### config.mk
export PLATFORM = sky130hd
export DESIGN_NAME = rs485_telemetry_tx
export DESIGN_NICKNAME = d
export VERILOG_FILES = /design/src/rtl/rs485_telemetry_tx.sv
export SDC_FILE = /design/constraint.sdc
export NUM_CORES = 1
export LEC_CHECK = 0
export CAP_MARGIN = 25
export CORE_ASPECT_RATIO = 0.5
export CORE_MARGIN = 8
export CORE_UTILIZATION = 34
export CTS_BUF_LIST = sky130_fd_sc_hd__clkbuf_16
export CTS_CLUSTER_DIAMETER = 30
export DETAILED_ROUTE_END_ITERATION = 8
export MAX_ROUTING_LAYER = met4
export SYNTH_ARGS = -nofsm -noshare
export SYNTH_HDL_FRONTEND = slang
export SYNTH_SLANG_ARGS = --single-unit
### constraint.sdc
create_clock -name clk -period 2.5 [get_ports clk]
set_input_delay 0.25 -clock clk [delete_from_list [all_inputs] [get_ports clk]]
set_output_delay 0.25 -clock clk [all_outputs]
set_load 0.01 [all_outputs]
### src/rtl/rs485_telemetry_tx.sv
// RS485 telemetry transmitter: latches burst results on send and shifts out a
// 6-byte 8N1 frame, framed by driver-enable lead and tail guard intervals.
module rs485_telemetry_tx #(
  parameter int CLK_DIV = 160,
  parameter int DE_LEAD = 32,
  parameter int DE_TAIL = 32
) (
  input  logic       clk,
  input  logic       reset_n,
  input  logic       send,
  input  logic [9:0] current_max,
  input  logic [15:0] cycle_count,
  input  logic       fault,
  input  logic       halt,
  output logic       tx,
  output logic       tx_en,
  output logic       busy,
  output logic       overrun
);

  localparam logic [15:0] DIV_M1  = 16'(CLK_DIV - 1);
  localparam logic [15:0] LEAD_M1 = 16'(DE_LEAD - 1);
  localparam logic [15:0] TAIL_M1 = 16'(DE_TAIL - 1);
  localparam logic [7:0]  SYNC    = 8'hA5;

  typedef enum logic [2:0] {
    S_IDLE, S_LEAD, S_START, S_DATA, S_STOP, S_TAIL
  } state_t;

  state_t      state_reg;
  logic [15:0] cnt_reg;
  logic [2:0]  bit_reg;
  logic [2:0]  byte_reg;
  logic [7:0]  shift_reg;
  logic        line_reg;
  logic [7:0]  b1_reg, b2_reg, b3_reg, b4_reg, b5_reg;
  logic        tx_reg, tx_en_reg, busy_reg, overrun_reg;

  logic [7:0] cap_b1;
  logic [7:0] cap_sum;
  logic [7:0] cur_byte;
  logic       accept;

  assign cap_b1  = {fault, halt, 4'b0000, current_max[9:8]};
  assign cap_sum = cap_b1 + current_max[7:0] + cycle_count[15:8] + cycle_count[7:0];

  // busy_reg still high on the cycle after the FSM reaches IDLE, so a send
  // there counts as overlapping the previous frame.
  assign accept = send && (state_reg == S_IDLE) && !busy_reg;

  always_comb begin
    cur_byte = b5_reg;
    case (byte_reg)
      3'd0:    cur_byte = SYNC;
      3'd1:    cur_byte = b1_reg;
      3'd2:    cur_byte = b2_reg;
      3'd3:    cur_byte = b3_reg;
      3'd4:    cur_byte = b4_reg;
      default: cur_byte = b5_reg;
    endcase
  end

  always_ff @(posedge clk or negedge reset_n) begin
    if (!reset_n) begin
      state_reg   <= S_IDLE;
      cnt_reg     <= '0;
      bit_reg     <= '0;
      byte_reg    <= '0;
      shift_reg   <= '0;
      line_reg    <= 1'b1;
      b1_reg      <= '0;
      b2_reg      <= '0;
      b3_reg      <= '0;
      b4_reg      <= '0;
      b5_reg      <= '0;
      tx_reg      <= 1'b1;
      tx_en_reg   <= 1'b0;
      busy_reg    <= 1'b0;
      overrun_reg <= 1'b0;
    end else begin
      // Outputs trail the FSM by one cycle; tx and tx_en share that delay so
      // the driver is always enabled whenever the line is driven low.
      tx_reg      <= line_reg;
      tx_en_reg   <= (state_reg != S_IDLE);
      busy_reg    <= (state_reg != S_IDLE);
      overrun_reg <= send && !accept;

      case (state_reg)
        S_IDLE: begin
          if (accept) begin
            b1_reg    <= cap_b1;
            b2_reg    <= current_max[7:0];
            b3_reg    <= cycle_count[15:8];
            b4_reg    <= cycle_count[7:0];
            b5_reg    <= cap_sum;
            byte_reg  <= '0;
            cnt_reg   <= LEAD_M1;
            line_reg  <= 1'b1;
            state_reg <= S_LEAD;
          end
        end
        S_LEAD: begin
          if (cnt_reg == '0) begin
            line_reg  <= 1'b0;
            cnt_reg   <= DIV_M1;
            state_reg <= S_START;
          end else begin
            cnt_reg <= cnt_reg - 16'd1;
          end
        end
        S_START: begin
          if (cnt_reg == '0) begin
            line_reg  <= cur_byte[0];
            shift_reg <= {1'b0, cur_byte[7:1]};
            bit_reg   <= '0;
            cnt_reg   <= DIV_M1;
            state_reg <= S_DATA;
          end else begin
            cnt_reg <= cnt_reg - 16'd1;
          end
        end
        S_DATA: begin
          if (cnt_reg == '0) begin
            cnt_reg <= DIV_M1;
            if (bit_reg == 3'd7) begin
              line_reg  <= 1'b1;
              state_reg <= S_STOP;
            end else begin
              bit_reg   <= bit_reg + 3'd1;
              line_reg  <= shift_reg[0];
              shift_reg <= {1'b0, shift_reg[7:1]};
            end
          end else begin
            cnt_reg <= cnt_reg - 16'd1;
          end
        end
        S_STOP: begin
          if (cnt_reg == '0) begin
            if (byte_reg < 3'd5) begin
              byte_reg  <= byte_reg + 3'd1;
              line_reg  <= 1'b0;
              cnt_reg   <= DIV_M1;
              state_reg <= S_START;
            end else begin
              cnt_reg   <= TAIL_M1;
              state_reg <= S_TAIL;
            end
          end else begin
            cnt_reg <= cnt_reg - 16'd1;
          end
        end
        S_TAIL: begin
          if (cnt_reg == '0) begin
            state_reg <= S_IDLE;
          end else begin
            cnt_reg <= cnt_reg - 16'd1;
          end
        end
        default: begin
          line_reg  <= 1'b1;
          state_reg <= S_IDLE;
        end
      endcase
    end
  end

  assign tx      = tx_reg;
  assign tx_en   = tx_en_reg;
  assign busy    = busy_reg;
  assign overrun = overrun_reg;

endmodule

==> reports/qor.csv <==
metric;value;unit
outcome;completed;
mux share of post-synthesis cell area;4.91;%
Rows;29;
# diodes;0;
total die area;16700;um^2
leak pwr;0.00248;uW
RSZ-0062 raised after global routing;true;
Final #Nets;578;
TritonCTS clock tree;built;
H-Tree Depth;3;
Worst Hold End;b2_reg[1]$_DFFE_PN0P_;
mapped cell area;4300;um^2
DPL Wire Length;7.37;mm
critical path arrival;2.65;ns
Setup WS pre-CTS;-0.706;ns
Slew HR;50.4;%
CTS Buffer Depth;2;
maximum vdd ir drop;0.000256;V
number of global-route vias before repair;3553;
share of cells above drive strength 1;20.7;%
vias per cell;5.14;
Setup Crit Path Kind;primary input to flop;
post-layout util;43.9;%
largest family of logic cells by synthesized area;compound AO/OA/AOI/OAI gates;
first-pass GRT wire length;17.4;mm
worst r2r path cells;6;
Critical Path Start Type;primary input;
FF+latch count, synth;72;
setup violators final;0;
wire per inst;14.8;um
gr ovfl total;0;
initial antenna violation count;0;
worst endpoint required time;2.72;ns
final wirelength;10.3;mm
# clock sinks;72;
Top Layer Used;met4;
CTS Buf Count;9;
max reg flops;16;
Finished Layout Cells;693;
chip width;175;um
HP Class;primary input to flop;
final worst path period need;2.44;ns
final hold vios;0;
GRT Total Usage;13.2;%
xor-xnor portion of the synthesized cell area;1.83;%
Pwr per Cell Area;591;nW/um^2
Worst Setup End Kind;flop;
Compound-Gate Fraction of Synth Area;19.4;%
die height;95.5;um
max-cap viol count;0;
starting density of the core;34.4;%
met1 WL;5.15;mm
fmax;410;MHz
Syn Area/Cell;9.60;um^2
Pins Over Slew Limit;0;
DR WL met2;4.75;mm
YS warnings;0;
Post-Synth Simple-Gate Area;16.3;%
Met3 Routed Length;278;um
r2r setup slk;0.17;ns
largest net degree at the start of global routing;73;
gp weighted congestion;0.825;
Period Utilization, post-route;97.5;%
Async S/R FF share, synth;100;%
Filler cells;1179;
hold depth;4;
Worst-path clk slew;0.06;ns
adder-cell share of the synthesized area;10.2;%
Crit Reg-Reg Startpoint;state_reg[0]$_DFFE_PN0P_;
ANT nets after route;0;
Vias;3559;
placed cell count;671;
area delta synth->final;27.6;%
worst skew pair latency;0.33;ns
drt drc;0;
drt first pass iters;4;
root buffer cell;clkbuf_16;
final worst setup slack;0.0622;ns
RR Endpoint;cnt_reg[4]$_DFFE_PN0P_;
# port buffers;34;
number of flops mapped to enable cells by yosys;0;
maximum fanout along the worst path;2;
Seq/Total Area, Yosys;41.9;%
Iter 0 DRT Violations;162;
library cells used by synthesis;57;
# IOs;35;
Primary FF master, synth;dfrtp_1;
core area;12500;um^2
Synth Instances;448;
min-delay src;current_max[1];
clock skew;0.00416;ns
worst-margin pin slew;0.738;ns
synthesized netlist net count;508;
[layout by cell type (no fill, tap or decap), types with 7 or more instances in the layout]
cell type and instances:
nand2_1 44, clkbuf_16 9, xnor2_1 7, nor3_1 13
nor2_1 20, a21oi_1 24, fa_1 8, o31ai_1 11
buf_4 46, mux2_2 17, o211ai_1 11, clkdlybuf4s50_1 27
o21ai_0 33, inv_1 29, or4_1 11, dfrtp_1 70
nand3_1 10, ha_1 16
[cell families after synthesis]
kind of cell,count (synthesis)
and+or+nand+nor,134
AOI/OAI and AO/OA,127
DFF,72
buffers and inverters,58
adders and majority gates,29
muxes,19
xor gates and xnor gates,9
[per-layer routing]
metal  up-vias  global-route usage, %
met3         7                   2.73
li1       1760                      -
met5         -                      -
met2        50                   21.4
met4         0                   3.36
met1      1742                   16.7
[how the worst max path moves through the flow]
stage / end / depth (start not counted) / startpoint / slack, ns
3_3_place_gp: b5_reg[7]$_DFFE_PN0P_ / 13 / current_max[1] / -0.66
5_1_grt: b5_reg[7]$_DFFE_PN0P_ / 13 / current_max[9] / -0.03
3_5_place_dp: b5_reg[7]$_DFFE_PN0P_ / 13 / current_max[1] / -0.71
4_1_cts: b5_reg[7]$_DFFE_PN0P_ / 13 / current_max[1] / 0.003
6_report: b5_reg[7]$_DFFE_PN0P_ / 13 / current_max[9] / 0.06
2_1_floorplan: b5_reg[7]$_DFFE_PN0P_ / 12 / current_max[1] / -0.08
[Yosys cell counts, drive strengths merged, types with 10 or more instances]
cell type	n	area (um^2)
dfrtp	70	1750
nand2	45	169
o21ai	35	179
inv	34	128
a21oi	25	125
clkbuf	20	75.1
nor2	20	75.1
ha	19	238
mux2	17	191
nor3	13	65.1
o211ai	11	82.6
o31ai	11	82.6
or4	11	82.6
fa	10	200
nand3	10	50.1
[per-stage QoR]
step | cell area, um^2 | total power (uW) | hold WS [ns] | TNS (ns)
4_1_cts | 5460 | 3260 | 0.299 | 0
2_1_floorplan | 4310 | 1630 | -0.0456 | -0.0792
3_5_place_dp | 5100 | 1880 | 0.315 | -2.86
6_report | 5490 | 3250 | 0.257 | 0
3_3_place_gp | 5100 | 1870 | 0.311 | -2.59
5_1_grt | 5490 | 3420 | 0.283 | -0.0263
[worst max-delay path, stage by stage]
cell     delay, ns
buf_6         0.07
inv_4         0.03
fa_1          0.54
inv_2         0.04
fa_1          0.50
ha_2          0.19
inv_2         0.04
fa_2          0.37
nor2b_2       0.13
o31a_1        0.17
o22ai_2       0.09
xnor2_1       0.15
o21ai_1       0.08
[timing repair]
item | in CTS | in global routing
gates resized for setup | 21 | 7
hold endpoints to repair | 70 | 0
setup endpoints to repair | 4 | 3
pin swaps | 10 | 12
hold buffers | 1 | 0
buffers inserted | 3 | 2
[power breakdown]
part / switching, uW / internal, uW
Combinational: 297 / 328
Sequential: 52.0 / 1220
Clock: 483 / 864
[area by class of cell]
class,instances,area [um^2],share of cell area (%)
multi-input combinational,318,2310,42.1
sequential,72,1800,32.9
timing repair buffer,83,718,13.1
clock buffer,9,225,4.10
tap,170,213,3.87
inverter,34,130,2.37
clock inverter,7,87.6,1.60
Power figures use the tool's default switching activity.
